$ cat src/rtl/mips_hazard_ctrl_if.sv
// Bundle between the ID stage and the hazard controller.
// The ID stage drives the instruction fields in; the controller returns pipeline enables and forwarding selects.
interface mips_hazard_ctrl_if #(
    parameter int RAW = 5,
    parameter int FW  = 2
);
    logic           id_valid;
    logic [RAW-1:0] id_rs;
    logic [RAW-1:0] id_rt;
    logic           id_use_rs;
    logic           id_use_rt;
    logic           id_regwrite;
    logic [RAW-1:0] id_dst;
    logic           id_memread;
    logic           id_branch;
    logic           id_taken;
    logic           id_mdu_start;
    logic           id_mdu_use;
    logic           pc_write;
    logic           ifid_write;
    logic           ifid_flush;
    logic           idex_bubble;
    logic [FW-1:0]  fwd_a;
    logic [FW-1:0]  fwd_b;
    logic           br_fwd_a;
    logic           br_fwd_b;
    logic [15:0]    stall_cnt;

    modport master (
        output id_valid, id_rs, id_rt, id_use_rs, id_use_rt, id_regwrite, id_dst,
               id_memread, id_branch, id_taken, id_mdu_start, id_mdu_use,
        input  pc_write, ifid_write, ifid_flush, idex_bubble, fwd_a, fwd_b,
               br_fwd_a, br_fwd_b, stall_cnt
    );

    modport slave (
        input  id_valid, id_rs, id_rt, id_use_rs, id_use_rt, id_regwrite, id_dst,
               id_memread, id_branch, id_taken, id_mdu_start, id_mdu_use,
        output pc_write, ifid_write, ifid_flush, idex_bubble, fwd_a, fwd_b,
               br_fwd_a, br_fwd_b, stall_cnt
    );
endinterface

$ cat src/rtl/mips_hazard_ctrl.sv
// Hazard/forwarding controller for the pipelined MIPS core: shadows in-flight writers from EX to WB.
// The optional HI/LO busy interlock is enabled by defining MIPS_HZ_MDU_EN.
module mips_hazard_ctrl #(
    parameter int DEPTH   = 3,
    parameter int RAW     = 5,
    parameter int FW      = 2,
    parameter int MDU_LAT = 32
) (
    input  logic              GlobalClock,
    input  logic              GlobalReset,
    mips_hazard_ctrl_if.slave hz
);
    logic [DEPTH-1:0] slotValid;
    logic [DEPTH-1:0] slotRegwrite;
    logic [DEPTH-1:0] slotMemread;
    logic [RAW-1:0]   slotDst [DEPTH];
    logic [RAW-1:0]   exRs;
    logic [RAW-1:0]   exRt;
    logic             exUseRs;
    logic             exUseRt;
    logic [15:0]      stallCnt;
    logic             exHitsId;
    logic             memHitsRs;
    logic             memHitsRt;
    logic             mduStall;
    logic             stall;
    logic             issue;
    logic [FW-1:0]    fwdA;
    logic [FW-1:0]    fwdB;

    function automatic logic producerHit(input logic v, input logic rw, input logic [RAW-1:0] dst,
                                         input logic [RAW-1:0] src, input logic useSrc);
        return v & rw & (dst == src) & (src != '0) & useSrc;
    endfunction

    always_comb begin
        exHitsId  = producerHit(slotValid[0], slotRegwrite[0], slotDst[0], hz.id_rs, hz.id_use_rs)
                  | producerHit(slotValid[0], slotRegwrite[0], slotDst[0], hz.id_rt, hz.id_use_rt);
        memHitsRs = producerHit(slotValid[1], slotRegwrite[1], slotDst[1], hz.id_rs, hz.id_use_rs);
        memHitsRt = producerHit(slotValid[1], slotRegwrite[1], slotDst[1], hz.id_rt, hz.id_use_rt);
        stall     = (slotMemread[0] & exHitsId)
                  | (hz.id_branch & exHitsId)
                  | (hz.id_branch & slotMemread[1] & (memHitsRs | memHitsRt))
                  | mduStall;
        issue     = ~stall & hz.id_valid;
    end

`ifdef MIPS_HZ_MDU_EN
    logic [5:0] mduBusy;

    assign mduStall = (hz.id_mdu_use | hz.id_mdu_start) & (mduBusy != 6'd0);

    always_ff @(posedge GlobalClock) begin
        if (GlobalReset) begin
            mduBusy <= 6'd0;
        end else if (issue & hz.id_mdu_start) begin
            mduBusy <= 6'(MDU_LAT - 1);
        end else if (mduBusy != 6'd0) begin
            mduBusy <= mduBusy - 6'd1;
        end
    end
`else
    // Without the MDU, HI/LO requests can never stall.
    assign mduStall = 1'b0 & (hz.id_mdu_use | hz.id_mdu_start);
`endif

    // Bubbles enter slot0 with their use bits cleared so they never select a forward.
    always_ff @(posedge GlobalClock) begin
        if (GlobalReset) begin
            slotValid    <= '0;
            slotRegwrite <= '0;
            slotMemread  <= '0;
            for (int k = 0; k < DEPTH; k++) slotDst[k] <= '0;
            exRs         <= '0;
            exRt         <= '0;
            exUseRs      <= 1'b0;
            exUseRt      <= 1'b0;
            stallCnt     <= 16'd0;
        end else begin
            slotValid    <= {slotValid[DEPTH-2:0], issue};
            slotRegwrite <= {slotRegwrite[DEPTH-2:0], issue & hz.id_regwrite};
            slotMemread  <= {slotMemread[DEPTH-2:0], issue & hz.id_memread};
            for (int k = DEPTH - 1; k > 0; k--) slotDst[k] <= slotDst[k-1];
            slotDst[0]   <= hz.id_dst;
            exRs         <= hz.id_rs;
            exRt         <= hz.id_rt;
            exUseRs      <= issue & hz.id_use_rs;
            exUseRt      <= issue & hz.id_use_rt;
            if (stall && stallCnt != 16'hFFFF) stallCnt <= stallCnt + 16'd1;
        end
    end

    always_comb begin
        fwdA = '0;
        fwdB = '0;
        for (int k = DEPTH - 1; k >= 1; k--) begin
            if (producerHit(slotValid[k], slotRegwrite[k], slotDst[k], exRs, exUseRs)) fwdA = FW'(k);
            if (producerHit(slotValid[k], slotRegwrite[k], slotDst[k], exRt, exUseRt)) fwdB = FW'(k);
        end
    end

    // Stall overrides a taken-branch flush; reset overrides everything.
    always_comb begin
        hz.pc_write    = 1'b1;
        hz.ifid_write  = 1'b1;
        hz.idex_bubble = ~hz.id_valid;
        hz.ifid_flush  = hz.id_valid & hz.id_branch & hz.id_taken;
        hz.fwd_a       = fwdA;
        hz.fwd_b       = fwdB;
        hz.br_fwd_a    = hz.id_branch & memHitsRs & ~slotMemread[1];
        hz.br_fwd_b    = hz.id_branch & memHitsRt & ~slotMemread[1];
        if (stall) begin
            hz.pc_write    = 1'b0;
            hz.ifid_write  = 1'b0;
            hz.idex_bubble = 1'b1;
            hz.ifid_flush  = 1'b0;
        end
        if (GlobalReset) begin
            hz.pc_write    = 1'b0;
            hz.ifid_write  = 1'b0;
            hz.idex_bubble = 1'b1;
            hz.ifid_flush  = 1'b1;
            hz.fwd_a       = '0;
            hz.fwd_b       = '0;
            hz.br_fwd_a    = 1'b0;
            hz.br_fwd_b    = 1'b0;
        end
    end

    assign hz.stall_cnt = stallCnt;
endmodule

$ cat src/flat_wrapper.sv
// flat-port wrapper written by rule: the top's interface ports become plain ports
module mips_hazard_ctrl_flat 
#(
    parameter int DEPTH   = 3,
    parameter int RAW     = 5,
    parameter int FW      = 2,
    parameter int MDU_LAT = 32
)
  (GlobalClock, GlobalReset, hz_id_valid, hz_id_rs, hz_id_rt, hz_id_use_rs, hz_id_use_rt, hz_id_regwrite, hz_id_dst, hz_id_memread, hz_id_branch, hz_id_taken, hz_id_mdu_start, hz_id_mdu_use, hz_pc_write, hz_ifid_write, hz_ifid_flush, hz_idex_bubble, hz_fwd_a, hz_fwd_b, hz_br_fwd_a, hz_br_fwd_b, hz_stall_cnt);
  mips_hazard_ctrl_if #(.RAW(RAW), .FW(FW)) hz_i ();
  input  logic GlobalClock;
  input  logic GlobalReset;
  input wire logic [$bits(hz_i.id_valid)-1:0] hz_id_valid;
  input wire logic [$bits(hz_i.id_rs)-1:0] hz_id_rs;
  input wire logic [$bits(hz_i.id_rt)-1:0] hz_id_rt;
  input wire logic [$bits(hz_i.id_use_rs)-1:0] hz_id_use_rs;
  input wire logic [$bits(hz_i.id_use_rt)-1:0] hz_id_use_rt;
  input wire logic [$bits(hz_i.id_regwrite)-1:0] hz_id_regwrite;
  input wire logic [$bits(hz_i.id_dst)-1:0] hz_id_dst;
  input wire logic [$bits(hz_i.id_memread)-1:0] hz_id_memread;
  input wire logic [$bits(hz_i.id_branch)-1:0] hz_id_branch;
  input wire logic [$bits(hz_i.id_taken)-1:0] hz_id_taken;
  input wire logic [$bits(hz_i.id_mdu_start)-1:0] hz_id_mdu_start;
  input wire logic [$bits(hz_i.id_mdu_use)-1:0] hz_id_mdu_use;
  output wire logic [$bits(hz_i.pc_write)-1:0] hz_pc_write;
  output wire logic [$bits(hz_i.ifid_write)-1:0] hz_ifid_write;
  output wire logic [$bits(hz_i.ifid_flush)-1:0] hz_ifid_flush;
  output wire logic [$bits(hz_i.idex_bubble)-1:0] hz_idex_bubble;
  output wire logic [$bits(hz_i.fwd_a)-1:0] hz_fwd_a;
  output wire logic [$bits(hz_i.fwd_b)-1:0] hz_fwd_b;
  output wire logic [$bits(hz_i.br_fwd_a)-1:0] hz_br_fwd_a;
  output wire logic [$bits(hz_i.br_fwd_b)-1:0] hz_br_fwd_b;
  output wire logic [$bits(hz_i.stall_cnt)-1:0] hz_stall_cnt;
  assign hz_i.id_valid = hz_id_valid;
  assign hz_i.id_rs = hz_id_rs;
  assign hz_i.id_rt = hz_id_rt;
  assign hz_i.id_use_rs = hz_id_use_rs;
  assign hz_i.id_use_rt = hz_id_use_rt;
  assign hz_i.id_regwrite = hz_id_regwrite;
  assign hz_i.id_dst = hz_id_dst;
  assign hz_i.id_memread = hz_id_memread;
  assign hz_i.id_branch = hz_id_branch;
  assign hz_i.id_taken = hz_id_taken;
  assign hz_i.id_mdu_start = hz_id_mdu_start;
  assign hz_i.id_mdu_use = hz_id_mdu_use;
  assign hz_pc_write = hz_i.pc_write;
  assign hz_ifid_write = hz_i.ifid_write;
  assign hz_ifid_flush = hz_i.ifid_flush;
  assign hz_idex_bubble = hz_i.idex_bubble;
  assign hz_fwd_a = hz_i.fwd_a;
  assign hz_fwd_b = hz_i.fwd_b;
  assign hz_br_fwd_a = hz_i.br_fwd_a;
  assign hz_br_fwd_b = hz_i.br_fwd_b;
  assign hz_stall_cnt = hz_i.stall_cnt;
  mips_hazard_ctrl #(.DEPTH(DEPTH), .RAW(RAW), .FW(FW), .MDU_LAT(MDU_LAT)) u_core (.GlobalClock(GlobalClock), .GlobalReset(GlobalReset), .hz(hz_i));
endmodule
$ cat config.mk
export PLATFORM = sky130hd
export DESIGN_NAME = mips_hazard_ctrl_flat
export DESIGN_NICKNAME = d
export VERILOG_FILES = /design/src/rtl/mips_hazard_ctrl_if.sv /design/src/rtl/mips_hazard_ctrl.sv /design/src/flat_wrapper.sv
export SDC_FILE = /design/constraint.sdc
export NUM_CORES = 1
export LEC_CHECK = 0
export ABC_AREA = 1
export BUFFER_PORTS_ARGS = -buffer_cell sky130_fd_sc_hd__buf_4
export CAP_MARGIN = 25
export CORE_ASPECT_RATIO = 2
export CORE_MARGIN = 2
export CORE_UTILIZATION = 30
export DETAILED_ROUTE_END_ITERATION = 6
export GPL_TIMING_DRIVEN = 0
export RECOVER_POWER = 100
export SLEW_MARGIN = 20
export SYNTH_ARGS = -nofsm -noshare
export SYNTH_HDL_FRONTEND = slang
export SYNTH_SLANG_ARGS = --single-unit
$ cat constraint.sdc
create_clock -name GlobalClock -period 2.1 [get_ports GlobalClock]
set_clock_uncertainty 0.2 [all_clocks]
set_input_delay 0.21 -clock GlobalClock [delete_from_list [all_inputs] [get_ports GlobalClock]]
set_output_delay 0.21 -clock GlobalClock [all_outputs]
set_load 0.005 [all_outputs]
==> tab_implementation.tex <==
\begin{tabular}{lr}
\hline
Metric & Value \\
\hline
\multicolumn{2}{l}{\textbf{Critical path}} \\
\quad Cells traversed along the worst timing path & nand2\_2 -> nor2\_1 -> nand2\_1 -> nor2\_1 -> nand2\_1 -> nand2\_1 -> nand2\_2 -> nand2\_4 -> buf\_6 -> nor2\_4 -> buf\_6 -> buf\_6 \\
\quad Largest fanout of any net on the critical path & 4 \\
\quad Levels on crit path & 12 \\
\quad Critical Path Max Stage Delay & 0.34 ns \\
\quad Critical path data required time & 1.69 ns \\
\quad CP endpoint kind & primary output \\
\quad Depth of the worst register-to-register path & 10 \\
\quad Category of the critical setup timing path & flip-flop to primary output \\
\quad Family with the most delay on the worst path & simple AND/OR/NAND/NOR gates \\
\quad Master of the slowest instance on the critical path & dfxtp\_1 \\
\quad Endpoint arrival time on the critical path & 1.77 ns \\
\quad Worst setup SP type & flip-flop \\
\quad Buffering stage count on the worst path with inverters included & 3 \\
\multicolumn{2}{l}{\textbf{Timing}} \\
\quad Final critical delay including setup and external delays & 2.18 ns \\
\quad Setup slack after layout & -0.0801 ns \\
\quad Tcrit/Tclk final & 1.04 \\
\quad Hold WS & 0.00690 ns \\
\quad Number of pins with negative max-slew slack in the final report & 0 \\
\quad Hold violation count in the final report & 0 \\
\quad Transition at the pin with the smallest max-transition slack & 0.648 ns \\
\quad Highest achievable clock rate & 0.459 GHz \\
\quad Setup violations, final & 1 \\
\quad Total Neg Setup Slack & -0.0801 ns \\
\quad RSZ-0062 raised after global routing & true \\
\quad Slew margin rel. & 0.568 \\
\multicolumn{2}{l}{\textbf{CTS}} \\
\quad Number of H-tree levels & 2 \\
\quad Num Clock Sinks & 51 \\
\quad Number of buffers created by CTS & 5 \\
\quad CTS clk-pin slew, worst paths & 0.06 ns \\
\quad Maximum buffer depth of the clock tree & 2 \\
\quad Clock Root Buffer & clkbuf\_16 \\
\quad Clock insertion delay at the later pin of the skew report & 0.29 ns \\
\quad CTS tree & yes \\
\multicolumn{2}{l}{\textbf{Status}} \\
\quad Run status & finished, violations left \\
\quad Violated checks & setup timing \\
\multicolumn{2}{l}{\textbf{Cells and area}} \\
\quad Total Nets Final & 516 \\
\quad Area of combinational cells with multiple inputs & 1440 um\^{}2 \\
\quad Area added between synthesis and finish & 38.5\% \\
\quad Number of diodes & 0 \\
\quad Fraction of layout instances using a drive strength above 1 & 0.227 \\
\quad Area of all sequential standard cells & 1040 um\^{}2 \\
\quad Final core occ & 0.429 \\
\quad Number of fill cells & 921 \\
\multicolumn{2}{l}{\textbf{Global route}} \\
\quad Remaining global-route overflow & 0 \\
\quad Number of antenna violations at the first check in global routing & 0 \\
\quad Via count of the first global-routing pass & 2764 \\
\quad GRT Overall Usage & 0.168 \\
\quad Global-route wire length before repair & 12.6 mm \\
\quad Pin count of the biggest net entering global routing & 15 \\
\multicolumn{2}{l}{\textbf{Detailed routing}} \\
\quad Number of vias in the routed layout & 2803 \\
\quad DRC & 0 \\
\quad Wirelength, routed & 7.88 mm \\
\quad Number of design-rule violations left by the first detailed-router iteration & 162 \\
\quad Via/cell ratio & 4.75 \\
\quad Count of TritonRoute iterations in the first routing pass & 5 \\
\quad Average wire per standard cell & 13.4 um \\
\quad Residual antenna-violating net count after detailed routing & 0 \\
\multicolumn{2}{l}{\textbf{Floorplanning}} \\
\quad Core region area & 8650 um\^{}2 \\
\quad Die Wd & 70.8 um \\
\quad Height of the chip & 138 um \\
\quad Number of rows in the core area & 48 \\
\quad IO Pins & 52 \\
\quad Die ar. & 9750 um\^{}2 \\
\quad Effective utilization at floorplan & 0.310 \\
\multicolumn{2}{l}{\textbf{Synth}} \\
\quad Library cell with the largest summed area after synthesis & dfxtp\_1 \\
\quad Total of flip-flops plus latches after synthesis & 51 \\
\quad Net count after synthesis & 435 \\
\quad Largest cells by area after synthesis & dfxtp\_1 (38\%), nand2\_1 (12\%), nor2\_1 (12\%) \\
\quad Number of cells produced by synthesis & 408 \\
\quad Sequential share of the synthesized area & 0.381 \\
\quad Avg Cell Area, Syn & 6.57 um\^{}2 \\
\quad Post-synthesis instance area & 2680 um\^{}2 \\
\quad Synth warn & 0 \\
\quad Unique cell type count in the Yosys netlist & 31 \\
\quad Area share of the largest cell type after synthesis & 0.381 \\
\multicolumn{2}{l}{\textbf{Placement}} \\
\quad Total of buffers placed on input and output ports & 48 \\
\quad Sum of net half-perimeters after detailed placement & 6.06 mm \\
\quad Worst slack at placement & -0.0459 ns \\
\quad Final weighted congestion of routability-driven global placement & 0.889 \\
\multicolumn{2}{l}{\textbf{Worst hold path}} \\
\quad Hold Path Depth & 3 \\
\quad Worst hold path type & primary input to flip-flop \\
\multicolumn{2}{l}{\textbf{Flow run}} \\
\quad Reported max-cap violation count & 0 \\
\multicolumn{2}{l}{\textbf{Power and ir drop}} \\
\quad Leak pwr & 1.71 nW \\
\quad Power density over the cells & 564 nW/um\^{}2 \\
\quad Max VDD drop & 0.279 mV \\
\hline
\end{tabular}
worst register-to-register path: stages (launching register included):
cell     delay, ns
dfxtp_1       0.41
ha_1          0.20
nand2_1       0.07
inv_1         0.08
nand3_1       0.14
nor2_2        0.18
nand3_2       0.16
nand2_1       0.12
inv_1         0.05
a21oi_1       0.13
nor2_1        0.06
state kept, by name (all words and copies together), names as in the netlist:
name / cells
u_core.exRs: 5
u_core.exRt: 5
u_core.exUseRs: 1
u_core.exUseRt: 1
u_core.hz.stall_cnt: 16
u_core.slotDst: 15
u_core.slotMemread: 2
u_core.slotRegwrite: 3
u_core.slotValid: 3
cell usage after synthesis, drive strengths merged:
library cell  instances
nand2                89
nor2                 85
inv                  66
dfxtp                51
nand3                27
a21oi                22
xnor2                15
nor3                  8
buf                   7
nand4                 7
clkbuf                6
nor4                  5
xor2                  5
o21ai                 4
and2                  2
a211oi                1
a221oi                1
ha                    1
nand3b                1
nor4b                 1
o2111ai               1
o211ai                1
o22ai                 1
or2                   1
metrics by stage:
stage	power (mW)	cells	cell area (um^2)
2_1_floorplan	1.17	408	2680
3_3_place_gp	1.26	556	3160
3_5_place_dp	1.27	556	3160
4_1_cts	2.09	586	3580
5_1_grt	2.18	590	3710
6_report	2.09	590	3710
placed cells by master, fill, tap and decap left out, types with 8 or more instances in the layout:
cell type and count:
dlygate4sd3_1 17, buf_6 11, nand3_1 25, nor3_1 8, nor2_1 80, inv_1 62, dfxtp_1 43, a21oi_1 21
clkbuf_4 16, nand2_1 81, xnor2_2 8, buf_4 37
metal layers:
layer / vias to the layer above / track usage / wire length [um]
met1: 1281 / 0.150 / 2710
met3: 27 / 0.0241 / 311
met4: 0 / 0.109 / 374
met5: - / 0 / 0
met2: 73 / 0.335 / 4490
li1: 1422 / - / -
kinds of logic (layout without fill, tap and decap cells):
| logic type | Yosys count | after routing | synth area share |
|---|---|---|---|
| flip-flops | 51 | 51 | 0.381 |
| adder cells (fa/ha/maj) | 1 | 1 | 0.00467 |
| AND/OR/NAND/NOR | 226 | 226 | 0.356 |
| buffers and inverters | 79 | 161 | 0.124 |
| XOR/XNOR | 20 | 20 | 0.0710 |
| AO/OA/AOI/OAI | 31 | 31 | 0.0631 |
what timing repair did:
action                                  in CTS  in global routing
hold buffers                                17                  0
endpoints found under the setup margin       6                 12
pin swaps                                    8                 15
endpoints found under the hold margin       17                  0
gates resized for setup                     21                 30
setup buffers                                5                  7
worst paths after layout:
check / from / endpoint / slack (ns)
setup reg to reg: u_core.hz.stall_cnt[0]$_SDFFE_PP0P_ / u_core.hz.stall_cnt[9]$_SDFFE_PP0P_ / 0.20
hold / removal: hz_id_rt[4] / u_core.exRt[4]$_SDFF_PP0_ / 0.007
hold reg to reg: u_core.slotMemread[0]$_SDFF_PP0_ / u_core.slotMemread[1]$_SDFF_PP0_ / 0.22
setup / recovery: u_core.slotRegwrite[1]$_SDFF_PP0_ / hz_pc_write / -0.08
final cells by class:
cell class | instances | share of cell area
clock inverter | 1 | 0.00135
sequential | 51 | 0.281
buffer | 11 | 0.0216
clock buffer | 7 | 0.0358
multi-input combinational | 278 | 0.389
inverter | 66 | 0.0668
tap | 100 | 0.0337
timing repair buffer | 76 | 0.171
report_power, final:
part / switching [mW] / internal, mW / total (mW)
logic: 0.139 / 0.140 / 0.279
clock network: 0.346 / 0.441 / 0.788
registers: 0.0302 / 0.994 / 1.02
No activity file was read; power rests on OpenSTA's default activity.
